`src/rtl/lcd_refresh_ctrl_if.sv`:
```
// lcd_refresh_ctrl_if: character write port plus LCD pin bundle
// master: formatter/bench side (drives char_*, observes status and pins)
// slave : lcd_refresh_ctrl side
interface lcd_refresh_ctrl_if;
  logic       char_we;
  logic [4:0] char_addr;
  logic [7:0] char_data;
  logic       init_done;
  logic       frame_done;
  logic       LCD_ON;
  logic       LCD_BLON;
  logic       LCD_RW;
  logic       LCD_EN;
  logic       LCD_RS;
  logic [7:0] LCD_DATA;
  modport master(output char_we, char_addr, char_data,
                 input init_done, frame_done, LCD_ON, LCD_BLON, LCD_RW, LCD_EN, LCD_RS, LCD_DATA);
  modport slave(input char_we, char_addr, char_data,
                output init_done, frame_done, LCD_ON, LCD_BLON, LCD_RW, LCD_EN, LCD_RS, LCD_DATA);
endinterface

```
`src/rtl/lcd_refresh_ctrl.sv`:
```
// lcd_refresh_ctrl: HD44780 16x2 init + continuous refresh from a 32-byte buffer
// clock_50/reset: clock, async active-high reset
// bus (slave): char_we/char_addr/char_data buffer write; init_done, frame_done status;
//              LCD_ON/BLON/RW/EN/RS/DATA display pins
module lcd_refresh_ctrl #(
  parameter int POWERUP_CYCLES = 750000,
  parameter int EN_CYCLES      = 25,
  parameter int WAIT_CYCLES    = 2500,
  parameter int CLEAR_CYCLES   = 100000
) (
  input logic clock_50,
  input logic reset,
  lcd_refresh_ctrl_if.slave bus
);
  localparam int M1   = POWERUP_CYCLES > CLEAR_CYCLES ? POWERUP_CYCLES : CLEAR_CYCLES;
  localparam int M2   = EN_CYCLES > WAIT_CYCLES ? EN_CYCLES : WAIT_CYCLES;
  localparam int MAXC = M1 > M2 ? M1 : M2;
  localparam int CW   = $clog2(MAXC + 1);
  typedef enum logic [2:0] {PWRUP, INIT, L1_ADDR, L1_CHARS, L2_ADDR, L2_CHARS} st_t;
  typedef enum logic [1:0] {SETUP, PULSE, HOLD} ph_t;
  st_t r_st, w_st_n, w_tst;
  ph_t r_ph, w_ph_n;
  logic [CW-1:0] r_cnt, w_lim;
  logic [3:0] r_idx, w_tidx;
  logic [7:0] r_buf [32];
  logic [7:0] r_data, w_tbyte;
  logic r_rs, r_init, r_frame, w_end, w_adv;
  // w_tst/w_tidx/w_tbyte describe the transaction that starts on the next w_adv edge
  always_comb begin
    w_lim = r_st == PWRUP ? CW'(POWERUP_CYCLES - 1) :
            r_ph == SETUP ? '0 :
            r_ph == PULSE ? CW'(EN_CYCLES - 1) :
            r_data == 8'h01 ? CW'(CLEAR_CYCLES - 1) : CW'(WAIT_CYCLES - 1);
    w_end = r_cnt == w_lim;
    w_adv = w_end && (r_st == PWRUP || r_ph == HOLD);
    w_tst = r_st;
    w_tidx = r_idx + 4'd1;
    case (r_st)
      PWRUP:    begin w_tst = INIT; w_tidx = '0; end
      INIT:     if (r_idx == 4'd3) begin w_tst = L1_ADDR; w_tidx = '0; end
      L1_ADDR:  begin w_tst = L1_CHARS; w_tidx = '0; end
      L1_CHARS: if (r_idx == 4'd15) begin w_tst = L2_ADDR; w_tidx = '0; end
      L2_ADDR:  begin w_tst = L2_CHARS; w_tidx = '0; end
      default:  if (r_idx == 4'd15) begin w_tst = L1_ADDR; w_tidx = '0; end
    endcase
    w_tbyte = w_tst == INIT ? (w_tidx[1:0] == 2'd0 ? 8'h38 : w_tidx[1:0] == 2'd1 ? 8'h0C :
                               w_tidx[1:0] == 2'd2 ? 8'h01 : 8'h06) :
              w_tst == L1_ADDR ? 8'h80 :
              w_tst == L2_ADDR ? 8'hC0 : r_buf[{w_tst == L2_CHARS, w_tidx}];
    w_st_n = w_adv ? w_tst : r_st;
    w_ph_n = w_adv ? SETUP : !w_end ? r_ph : r_ph == SETUP ? PULSE : HOLD;
  end
  always_ff @(posedge clock_50 or posedge reset)
    if (reset) begin
      r_st <= PWRUP;
      r_ph <= SETUP;
    end else begin
      r_st <= w_st_n;
      r_ph <= w_ph_n;
    end
  // the buffer read in w_tbyte sees the pre-edge value, so a same-edge write lands next frame
  always_ff @(posedge clock_50 or posedge reset)
    if (reset) begin
      r_cnt <= '0;
      r_idx <= '0;
      r_data <= '0;
      r_rs <= 1'b0;
      r_init <= 1'b0;
      r_frame <= 1'b0;
      for (int i = 0; i < 32; i++) r_buf[i] <= 8'h20;
    end else begin
      r_cnt <= w_end ? '0 : r_cnt == CW'(MAXC) ? r_cnt : r_cnt + CW'(1);
      if (w_adv) begin
        r_idx <= w_tidx;
        r_data <= w_tbyte;
        r_rs <= w_tst == L1_CHARS || w_tst == L2_CHARS;
      end
      if (w_adv && w_tst == L1_ADDR) r_init <= 1'b1;
      r_frame <= w_adv && w_tst == L1_ADDR && r_st == L2_CHARS;
      if (bus.char_we) r_buf[bus.char_addr] <= bus.char_data;
    end
  assign bus.LCD_EN = r_ph == PULSE;
  assign bus.LCD_RS = r_rs;
  assign bus.LCD_DATA = r_data;
  assign bus.LCD_RW = 1'b0;
  assign bus.LCD_ON = ~reset;
  assign bus.LCD_BLON = ~reset;
  assign bus.init_done = r_init;
  assign bus.frame_done = r_frame;
endmodule

```
`src/flat_wrapper.sv`:
```
// flat-port wrapper written by rule: the top's interface ports become plain ports
module lcd_refresh_ctrl_flat 
#(
  parameter int POWERUP_CYCLES = 750000,
  parameter int EN_CYCLES      = 25,
  parameter int WAIT_CYCLES    = 2500,
  parameter int CLEAR_CYCLES   = 100000
)
  (clock_50, reset, bus_char_we, bus_char_addr, bus_char_data, bus_init_done, bus_frame_done, bus_LCD_ON, bus_LCD_BLON, bus_LCD_RW, bus_LCD_EN, bus_LCD_RS, bus_LCD_DATA);
  lcd_refresh_ctrl_if bus_i ();
  input logic clock_50;
  input logic reset;
  input wire logic [$bits(bus_i.char_we)-1:0] bus_char_we;
  input wire logic [$bits(bus_i.char_addr)-1:0] bus_char_addr;
  input wire logic [$bits(bus_i.char_data)-1:0] bus_char_data;
  output wire logic [$bits(bus_i.init_done)-1:0] bus_init_done;
  output wire logic [$bits(bus_i.frame_done)-1:0] bus_frame_done;
  output wire logic [$bits(bus_i.LCD_ON)-1:0] bus_LCD_ON;
  output wire logic [$bits(bus_i.LCD_BLON)-1:0] bus_LCD_BLON;
  output wire logic [$bits(bus_i.LCD_RW)-1:0] bus_LCD_RW;
  output wire logic [$bits(bus_i.LCD_EN)-1:0] bus_LCD_EN;
  output wire logic [$bits(bus_i.LCD_RS)-1:0] bus_LCD_RS;
  output wire logic [$bits(bus_i.LCD_DATA)-1:0] bus_LCD_DATA;
  assign bus_i.char_we = bus_char_we;
  assign bus_i.char_addr = bus_char_addr;
  assign bus_i.char_data = bus_char_data;
  assign bus_init_done = bus_i.init_done;
  assign bus_frame_done = bus_i.frame_done;
  assign bus_LCD_ON = bus_i.LCD_ON;
  assign bus_LCD_BLON = bus_i.LCD_BLON;
  assign bus_LCD_RW = bus_i.LCD_RW;
  assign bus_LCD_EN = bus_i.LCD_EN;
  assign bus_LCD_RS = bus_i.LCD_RS;
  assign bus_LCD_DATA = bus_i.LCD_DATA;
  lcd_refresh_ctrl #(.POWERUP_CYCLES(POWERUP_CYCLES), .EN_CYCLES(EN_CYCLES), .WAIT_CYCLES(WAIT_CYCLES), .CLEAR_CYCLES(CLEAR_CYCLES)) u_core (.clock_50(clock_50), .reset(reset), .bus(bus_i));
endmodule
```
`config.mk`:
```
export PLATFORM = sky130hd
export DESIGN_NAME = lcd_refresh_ctrl_flat
export DESIGN_NICKNAME = d
export VERILOG_FILES = /design/src/rtl/lcd_refresh_ctrl_if.sv /design/src/rtl/lcd_refresh_ctrl.sv /design/src/flat_wrapper.sv
export SDC_FILE = /design/constraint.sdc
export NUM_CORES = 1
export LEC_CHECK = 0
export ABC_AREA = 0
export BUFFER_PORTS_ARGS = -buffer_cell sky130_fd_sc_hd__buf_2
export CAP_MARGIN = 40
export CORE_UTILIZATION = 55
export DETAILED_ROUTE_END_ITERATION = 8
export PLACE_DENSITY = 0.69
export SLEW_MARGIN = 20
export SYNTH_ARGS = -nofsm -noshare
export SYNTH_HDL_FRONTEND = slang
export SYNTH_SLANG_ARGS = --single-unit
```
`constraint.sdc`:
```
create_clock -name clock_50 -period 10.15 [get_ports clock_50]
set_input_delay 0 -clock clock_50 [delete_from_list [all_inputs] [get_ports clock_50]]
set_output_delay 0 -clock clock_50 [all_outputs]
set_load 0.02 [all_outputs]
```
# ---- Word level (Yosys, flattened, before mapping)
# Cells that the tools add are included.
dict set report totals {
  out_inout_bits 15
  in_bits 16
  ff_bits 296
  elab_cells 107
}
dict set report classes {
  bitwise_logic 3
  eq_ne 20
  n_mux 28
  reduce_logical 11
  add_sub_neg 2
  magnitude_cmp 3
}
# operator count
set op_table {}
lappend op_table {{$bwmux W256} 1}
lappend op_table {{$mux W20} 5}
lappend op_table {{$mux W8} 8}
lappend op_table {{$bmux W8 S5} 1}
lappend op_table {{$demux W8 S5} 1}
lappend op_table {{$add A20 B1 Y20 const B} 1}
lappend op_table {{$eq A20 B20 Y1} 1}
lappend op_table {{$eq A20 B20 Y1 const B} 1}
lappend op_table {{$mux W17} 1}
lappend op_table {{$pmux W3 S5} 1}
lappend op_table {{$eq A3 B2 Y1 const B} 4}
lappend op_table {{$eq A3 B3 Y1 const B} 4}
lappend op_table {{$ge A6 B6 Y1 const B} 2}
lappend op_table {{$mux W3} 4}
lappend op_table {{$not A5 Y6} 2}
lappend op_table {{$eq A8 B1 Y1 const B} 1}
lappend op_table {{$mux W4} 2}
lappend op_table {{$pmux W4 S2} 1}
lappend op_table {{$eq A3 B1 Y1 const B} 2}
lappend op_table {{$lt A6 B1 Y1 const B} 1}
lappend op_table {{$mux W2} 3}
lappend op_table {{$add A4 B1 Y4 const B} 1}
lappend op_table {{$eq A2 B1 Y1 const B} 2}
lappend op_table {{$eq A2 B2 Y1 const B} 2}
lappend op_table {{other kinds (10)} 15}

# ---- Logic depth before layout (Yosys ltp)
# Gate-level depths: netlist of run 1.
dict set report logic_depth {
  ltp_word 11
  ltp_mapped 13
  ltp_nobuf 9
}

# ---- Worst setup path before layout of run 1
# OpenSTA, ideal clock, no wires.
dict set report synth_path {
  kind {input port to output port}
  from {input reset}
  to {output bus_LCD_ON}
  slack_ps 3180
  required_ps 10150
  n_path_buf 1
  t_arrival_ps 6970
  cell_stages 2
  cell_sequence {inv_1 buf_4}
}
dict set report synth_between {
  elab_chain_cells 1
}
# item line
set synth_rtl {}
lappend synth_rtl {{start, declared} flat_wrapper.sv:12} ;# input logic reset;
lappend synth_rtl {{$not A1 Y1} lcd_refresh_ctrl.sv:86} ;# assign bus.LCD_ON = ~reset;
lappend synth_rtl {{end, declared} flat_wrapper.sv:18} ;# output wire logic [$bits(bus_i.LCD_ON)-1:0] bus_LCD_ON;
# Every way passes these cells.

# ---- Worst setup path after layout of run 1
dict set report layout_path {
  from {register u_core.r_st[2]}
  to {register u_core.r_data[0], in the netlist u_core.bus.LCD_DATA[0]}
}
dict set report layout_between {
  elab_chain_cells 10
  word_cells_on_any_way 32
  cone_classes {eq/ne (11); mux (15); bitwise (1); reduce/logical (5)}
}
# item line
set layout_rtl {}
lappend layout_rtl {{start, declared} lcd_refresh_ctrl.sv:21} ;# st_t r_st, w_st_n, w_tst;
lappend layout_rtl {{start signal, assigned} lcd_refresh_ctrl.sv:58} ;# r_st <= w_st_n;
lappend layout_rtl {{$eq A3 B3 Y1, or another cell as far along} lcd_refresh_ctrl.sv:38} ;# case (r_st)
lappend layout_rtl {{$pmux W3 S5 / $reduce_or A3 Y1 (equally long branches)} -}
lappend layout_rtl {{$eq A3 B3 Y1 / $pmux W4 S2 (equally long branches)} {lcd_refresh_ctrl.sv:49, lcd_refresh_ctrl.sv:38}}
lappend layout_rtl {{$not A5 Y6} lcd_refresh_ctrl.sv:49} ;# w_tst == L2_ADDR ? 8'hC0 : r_buf[{w_tst == L2_CHARS, w_tidx}];
lappend layout_rtl {{$bmux W8 S5} lcd_refresh_ctrl.sv:49}
lappend layout_rtl {{$mux W8 (implied by the code) (2 in series)} lcd_refresh_ctrl.sv:49}
lappend layout_rtl {{$mux W8} lcd_refresh_ctrl.sv:49}
lappend layout_rtl {{$mux W8} lcd_refresh_ctrl.sv:48} ;# w_tst == L1_ADDR ? 8'h80 :
lappend layout_rtl {{$mux W8} lcd_refresh_ctrl.sv:46} ;# w_tbyte = w_tst == INIT ? (w_tidx[1:0] == 2'd0 ? 8'h38 : w_tidx[1:0] == 2'd1 ? 8'h0C :
lappend layout_rtl {{end signal, assigned} lcd_refresh_ctrl.sv:75} ;# r_data <= w_tbyte;
lappend layout_rtl {{end, declared} lcd_refresh_ctrl.sv:26} ;# logic [7:0] r_data, w_tbyte;
# Parallel ways exist; a longest one is shown, timed or not. The select of a mux whose other input is x is not followed.
# A chain may end at the register's enable or synchronous reset.

==> impl_results.md, run 1 <==
- Worst skew pair latency: just over 500 ps
- Most common cell after layout, fill and taps aside: dfrtp_1
- DRT iter0 DRCs: just over 1000
- Worst r2r path cells: 9
- Setup ws final: around 6000 ps
- CP max FO: 49
- Max_cap viols: 0
- Final TNS setup: 0 ps
- CTS buffer count: 35
- Peak Freq: around 250 MHz
- R2r endpoint: u_core.bus.LCD_DATA[0]
- Most frequent cells in the layout: dfrtp_1, mux2_2, nand2_1, nand3_1, nor2_1
- Synth Area in Adders: less than 1%
- Detailed Routing Iterations Pass 1: 5
- Fin cells: 1658
- Peak VDD IR: between 0.15 and 0.2 mV
- Hold Crit Class: in -> async
- Reg2reg start: u_core.r_st[2]
- CP Class: reg -> reg
- Clk buf depth: 3
- EDFF count, synth: 0
- Post-synthesis mux area share: around 22%
- Seq/Total Area, Yosys: between 50% and 60%
- Placer Congestion: between 0.8 and 0.9
- Crit. End Element: register
- Drt via density: roughly 6.4
- Reg2Reg Setup Slack: about 6100 ps
- Area occupied by multi-input gates: 6680 um^2
- Compound-Gate Fraction of Synth Area: approximately 8.1%
- H-tree depth: 2
- Synth top area share: 45.4%
- Largest family of logic cells by synthesized area: multiplexers
- Largest net degree at the start of global routing: ~160
- #FFs+latches synth: 296
- Finished Cell Area: between 15000 and 20000 um^2
- Post-synthesis simple-gate area fraction: 13.6%
- Post-synth ARST share: 100%
- Placed insts: ~1600
- Setup violators final: 0
- Status: finished, final reports clean
- Die Height: approximately 160 um
- Cell family with most CP delay: compound AO/OA/AOI/OAI gates
- Leak Pwr: around 7 nW
- Placed cell areas: ~15000 um^2
- Sink Count: around 300
- CP Cell Sequence: a21o_1 > and2_4 > buf_4 > nand3_1 > o221ai_1 > a31oi_1 > o311ai_1 > o211ai_1 > mux2_2
- Setup Buffers After CTS: 0
- Rel. slew slack: about 34%
- Syn nets: 1318
- Final wirelength: about 40000 um
- Synthesized netlist cell count: 1299
- Reg clk slew, reported paths: roughly 60 ps
- CTS tree: done
- IO buf count: 29
- Pre-CTS WS: approximately 6200 ps
- Hold Vio Cnt, Final: 0
- DP HPWL: between 20000 and 30000 um
- Global-route wire length before repair: 62000 um
- Total GRT Usage: between 30% and 40%
- Rows: 59
- Slowest stage delay, CP: between 600 and 700 ps
- RSZ-0062 raised after global routing: no
- Storage cell area: between 7000 and 8000 um^2
- Synth Flop Type: dfrtp_1
- Syn Area/Cell: 11.2 um^2
- # DRC: 0
- Fin crit share: between 40% and 50%
- Top area cells in the synthesized netlist: dfrtp_1, mux2_2, dfstp_2
- Final ANT Viol Nets: 0
- Starting Density: between 50% and 60%
- XOR/XNOR share of the synthesized area: 1.32%
- Die width: roughly 160 um
- Synthesized area: 14600 um^2
- Library cells used by synthesis: 71
- IO Count: 31
- # nets final: 1315
- Core Area: 26000 um^2
- Power density over the cells: 194 nW/um^2
- Root buf cell: clkbuf_16
- CTS resizes: 0
- Buf/Inv on CP: 1
- Min Tclk post-route: about 4100 ps
- Wirelength per Cell: roughly 24 um
- Critical Path AT: between 4000 and 5000 ps
- Filler instances: 2051
- Critical path launch point type: register
- Initial antenna violation count: 1
- Least-Margin Pin Slew: a little under 1000 ps
- Total gr overflow: 0
- Top cell type by total area after synthesis: dfrtp_1
- Vias in the first global route: 10389
- Fin. max-slew vios: 0
- Crit-path slowest cell: dfrtp_1
- YS warnings: 0
- Via count: between 10000 and 15000
- Die area: roughly 27000 um^2
- Final clock skew: 9.07 ps
- Layout cells sized above 1: between 30% and 40%
- Area Growth Syn to Fin: 10.9%
- Total design power: 3.14 mW
- Worst Path Required: 10550 ps
-- layout make-up --
type                    count  area share, %
repair buffers             57           2.44
clock buffers              49           6.51
clock inverters            14          0.813
multi-input cells         899           41.3
flip-flops and latches    296           46.1
well taps                 335           2.59
diodes                      1         0.0155
inverters                   7          0.209
-- how the worst max path moves through the flow --
stage                               from                     end  slack (ps)  cells after the start
after floorplan                    reset  u_core.bus.LCD_DATA[0]        1850                      1
after global placement    u_core.r_st[2]  u_core.bus.LCD_DATA[0]        6280                      9
after detailed placement  u_core.r_st[2]  u_core.bus.LCD_DATA[0]        6150                      9
after CTS                 u_core.r_st[2]  u_core.bus.LCD_DATA[0]        6130                      9
after global routing      u_core.r_st[2]  u_core.bus.LCD_DATA[4]        5730                      9
final                     u_core.r_st[2]  u_core.bus.LCD_DATA[0]        6080                      9
-- through the flow --
step	hold WS, ps	utilization (%)
5_1_grt	63.9	62.2
4_1_cts	13.9	62.0
6_report	11.0	62.2
3_5_place_dp	6.91	57.4
3_3_place_gp	294	57.0
2_1_floorplan	152	-
-- registers in the layout, indices dropped and copies added (netlist names) --
signal	count
u_core.r_idx	4
u_core.bus.LCD_RS	1
u_core.r_st	3
u_core.r_cnt	20
u_core.r_ph	2
u_core.bus.init_done	1
u_core.bus.frame_done	1
u_core.r_buf	256
u_core.bus.LCD_DATA	8
-- synth_stat cells (all sizes together) (7+ instances only) --
library cell,count
nor3,18
mux2,261
buf,40
or3,8
nor4,9
a211oi,9
mux2i,19
clkbuf,57
a31oi,20
dfrtp,264
a311oi,23
xnor2,10
o21ai,33
nand3,72
nand4,9
dfstp,32
and3,21
nor2,59
a221oi,14
a21oi,15
nand2,197
xor2,12
inv,7
-- repair_timing --
item / 4_1_cts / 5_1_grt
setup endpoints to repair: 0 / 0
endpoints found under the hold margin: 132 / 0
hold buffers: 1 / 0
-- tightest hold or removal path, stage by stage --
cell and delay [ps]:
dlygate4sd3_1 530, buf_2 150, inv_8 230
-- logic make-up after synthesis --
logic type / count (synthesis)
compound gates: 161
xor+xnor: 22
fa+ha+maj: 3
buf+inv: 104
flops: 296
mux: 286
other cells: 1
simple gates: 426
-- routing by layer --
metal	routed length, um	GRT usage, %	up-vias	part of all wire (%)
met5	0	0	-	0
met4	1660	12.9	0	4.1
met3	3210	6.86	92	8.0
met2	17800	45.5	444	44
met1	17500	42.9	5442	44
li1	-	-	4689	-
-- power breakdown --
| part | internal (mW) | switching [mW] | total [mW] |
|---|---|---|---|
| Sequential | 1.40 | 0.112 | 1.51 |
| Clock | 0.775 | 0.494 | 1.27 |
| Combinational | 0.200 | 0.162 | 0.362 |
| Total | 2.37 | 0.769 | 3.14 |
Note: power is estimated with default switching activity, not from simulation.
==> run 2, diff against run 1 <==
--- a/config.mk
+++ b/config.mk
@@ -5,12 +5,12 @@
 export SDC_FILE = /design/constraint.sdc
 export NUM_CORES = 1
 export LEC_CHECK = 0
-export ABC_AREA = 0
+export ABC_AREA = 1
 export BUFFER_PORTS_ARGS = -buffer_cell sky130_fd_sc_hd__buf_2
 export CAP_MARGIN = 40
 export CORE_UTILIZATION = 55
 export DETAILED_ROUTE_END_ITERATION = 8
-export PLACE_DENSITY = 0.69
+export PLACE_DENSITY = 0.72
 export SLEW_MARGIN = 20
 export SYNTH_ARGS = -nofsm -noshare
 export SYNTH_HDL_FRONTEND = slang
==> constraint.sdc (replaced) <==
create_clock -name clock_50 -period 3.3 [get_ports clock_50]
set_input_delay 0 -clock clock_50 [delete_from_list [all_inputs] [get_ports clock_50]]
set_output_delay 0 -clock clock_50 [all_outputs]
set_load 0.02 [all_outputs]
==> run 2 against run 1 <==
Against the previous run:
- critical path depth grew 5
- clock power grew to 3.0 times the previous value
- largest power group unchanged
- non-clock buffer count grew 18
- count of clock-buffer cells in the layout grew 2
- critical endpoint is now u_core.bus.frame_done
- global-route usage grew 0.54 points
- sequential power grew to 3.0 times the previous value
- cell area grew 3.9%
- largest cell class unchanged
==> impl_results.md, run 2 <==
- CTS tree: done (unchanged)
- Least-Margin Pin Slew: 1070 ps (was 992 ps)
- Clk buf depth: 3 (unchanged)
- Synth top area share: 43.8% (was 45.4%)
- Critical Path AT: 3280 ps (was 4470 ps)
- Sink Count: 296 (unchanged)
- Max_cap viols: 0 (unchanged)
- CP Class: reg -> reg (unchanged)
- Total GRT Usage: 31.1% (was 30.5%)
- Hold Vio Cnt, Final: 0 (unchanged)
- Critical path launch point type: register (unchanged)
- Core Area: 27000 um^2 (was 26000 um^2)
- Syn nets: 2051 (was 1318)
- Reg clk slew, reported paths: 60 ps (about the same)
- CTS buffer count: 34 (was 35)
- Detailed Routing Iterations Pass 1: 6 (was 5)
- RSZ-0062 raised after global routing: no (unchanged)
- EDFF count, synth: 0 (unchanged)
- Vias in the first global route: 12760 (was 10389)
- Compound-Gate Fraction of Synth Area: 11.7% (was 8.09%)
- Layout cells sized above 1: 8.75% (was 32.6%)
- Peak VDD IR: 0.466 mV (was 0.178 mV)
- Synthesized area: 15100 um^2 (was 14600 um^2)
- Hold Crit Class: in -> reg (was in -> async)
- Peak Freq: 349 MHz (was 246 MHz)
- Grt met1 use: 43.6% (was 42.9%)
- Syn Area/Cell: 7.42 um^2 (was 11.2 um^2)
- Top cells by count, synth: nand2_1, o21ai_0, dfrtp_1 (was dfrtp_1, mux2_2, nand2_1)
- Total gr overflow: 0 (unchanged)
- Final wirelength: 42700 um (was 40200 um)
- Synth Area in Adders: 0.249% (was 0.258%)
- Min Tclk post-route: 2870 ps (was 4070 ps)
- Most common cell after layout, fill and taps aside: nand2_1 (was dfrtp_1)
- Top cell type by total area after synthesis: dfrtp_1 (unchanged)
- Post-synthesis simple-gate area fraction: 29.9% (was 13.6%)
- Largest net degree at the start of global routing: 160 (was 156)
- #FFs+latches synth: 296 (unchanged)
- Final clock skew: 14.5 ps (was 9.07 ps)
- Most frequent cells in the layout: nand2_1, o21ai_0, dfrtp_1, inv_1, nand3_1 (was dfrtp_1, mux2_2, nand2_1, nand3_1, nor2_1)
- Hold Buf Count CTS: 10 (was 1)
- Total design power: 9.69 mW (was 3.14 mW)
- Via count: 13579 (was 10667)
- XOR/XNOR share of the synthesized area: 0.407% (was 1.32%)
- Die Height: 168 um (was 165 um)
- Crit. End Element: register (unchanged)
- Setup violators final: 0 (unchanged)
- Area Growth Syn to Fin: 11.3% (was 10.9%)
- Largest Register: u_core.r_buf (unchanged)
- Synth Flop Type: dfrtp_1 (unchanged)
- CP max FO: 20 (was 49)
- Rel. slew slack: 28.8% (was 33.7%)
- Leak Pwr: 8.04 nW (was 7.07 nW)
- Met3 Use GR: 7.11% (was 6.86%)
- Die width: 168 um (was 165 um)
- Status: finished, final reports clean (unchanged)
- Fin crit share: 86.8% (was 40.1%)
- Rows: 60 (was 59)
- H-tree depth: 2 (unchanged)
- IO buf count: 29 (unchanged)
- Worst skew pair latency: 510 ps (about the same)
- # nets final: 2053 (was 1315)
- Grt peak-use layer: met2 (unchanged)
- IO Count: 31 (unchanged)
- Met2 GRT Util: 47.4% (was 45.5%)
- Post-synth ARST share: 100% (unchanged)
- Placer Congestion: 0.983 (was 0.884)
- Post-synthesis mux area share: 0% (was 22.4%)
- DP HPWL: 28700 um (was 25400 um)
- Max FFs per register: 256 (unchanged)
- Starting Density: 56.0% (about the same)
- Worst Path Required: 3720 ps (was 10550 ps)
- Hold Slack: 58.0 ps (was 11.0 ps)
- Root buf cell: clkbuf_16 (unchanged)
- Setup Buffers After CTS: 0 (unchanged)
- DRT iter0 DRCs: 1484 (was 1029)
- Wirelength per Cell: 17.8 um (was 24.2 um)
- Fin. max-slew vios: 0 (unchanged)
- Drt via density: 5.66 (was 6.43)
- YS warnings: 0 (unchanged)
- Synthesized netlist cell count: 2032 (was 1299)
- Top area cells in the synthesized netlist: dfrtp_1, nand2_1, o21ai_0 (was dfrtp_1, mux2_2, dfstp_2)
- Global-route wire length before repair: 68600 um (was 62000 um)
- # DRC: 0 (unchanged)
- Power density over the cells: 577 nW/um^2 (was 194 nW/um^2)
- Most frequent cell after synthesis: nand2_1 (was dfrtp_1)
- Die area: 28100 um^2 (was 27100 um^2)
- Seq/Total Area, Yosys: 49.4% (was 51.1%)
- Initial antenna violation count: 1 (unchanged)
- Largest family of logic cells by synthesized area: simple AND/OR/NAND/NOR gates (was multiplexers)
- Library cells used by synthesis: 39 (was 71)
- Final ANT Viol Nets: 0 (unchanged)
- CTS resizes: 0 (unchanged)
[run 2: per-stage QoR]
step / util (%) / TNS (ps) / area [um^2] / cells / setup WS (ps)
3_5_place_dp: 57.6 / 0 / 15500 / 2327 / 496
2_1_floorplan: - / -184590 / 15100 / 2032 / -1680
3_3_place_gp: 57.2 / 0 / 15400 / 2320 / 453
6_report: 62.3 / 0 / 16800 / 2400 / 435
5_1_grt: 62.3 / 0 / 16800 / 2400 / 126
4_1_cts: 62.1 / 0 / 16700 / 2397 / 457
[run 2: worst paths after layout]
kind	start	slack, ps	cells after the start	endpoint
setup / recovery	u_core.r_st[2]	430	14	u_core.bus.frame_done
hold / removal	bus_char_addr[4]	60	6	u_core.r_buf[142]
max in group asynchronous	reset	1560	5	u_core.r_buf[208]
min in group asynchronous	reset	540	4	u_core.r_buf[12]
hold reg to reg	u_core.bus.init_done	470	2	u_core.bus.init_done
setup reg to reg	u_core.r_st[2]	430	14	u_core.bus.frame_done
[run 2: layout make-up]
| type | count | area [um^2] |
|---|---|---|
| clock buffers | 51 | 985 |
| multi-input cells | 1418 | 6370 |
| fillers | 2404 | 10200 |
| diodes | 1 | 2.50 |
| flip-flops and latches | 296 | 7450 |
| well taps | 341 | 427 |
| inverters | 209 | 793 |
| repair buffers | 75 | 621 |
| clock inverters | 9 | 140 |
[run 2: power by group]
part | switching [mW] | total, mW | internal (mW)
Clock | 1.49 | 3.79 | 2.31
Combinational | 0.787 | 1.29 | 0.504
Sequential | 0.311 | 4.60 | 4.29
Total | 2.59 | 9.69 | 7.10
[run 2: critical path: stages (launching register included)]
cell and delay (ps):
dfrtp_1 510, inv_2 100, nand2_2 240, inv_2 140, o21ai_0 210, nand2_1 70
nor2_1 110, nand2_1 70, a21oi_1 130, nand2_1 80, nor2_2 200, nand2_1 450
clkinv_4 230, nand2_2 100, nor3_2 130
[run 2: cells by family (layout without fill, tap and decap cells)]
family	count (synthesis)	in the layout
AOI/OAI and AO/OA	342	342
xor gates and xnor gates	7	7
adders and majority gates	3	3
buffers and inverters	318	344
DFF	296	296
other	1	2
and+or+nand+nor	1065	1065
[run 2: layer usage]
layer | vias up | routed length, um
met1 | 6403 | 18700
met3 | 94 | 3890
met4 | 0 | 1340
met2 | 603 | 18800
li1 | 6479 | -
met5 | - | 0
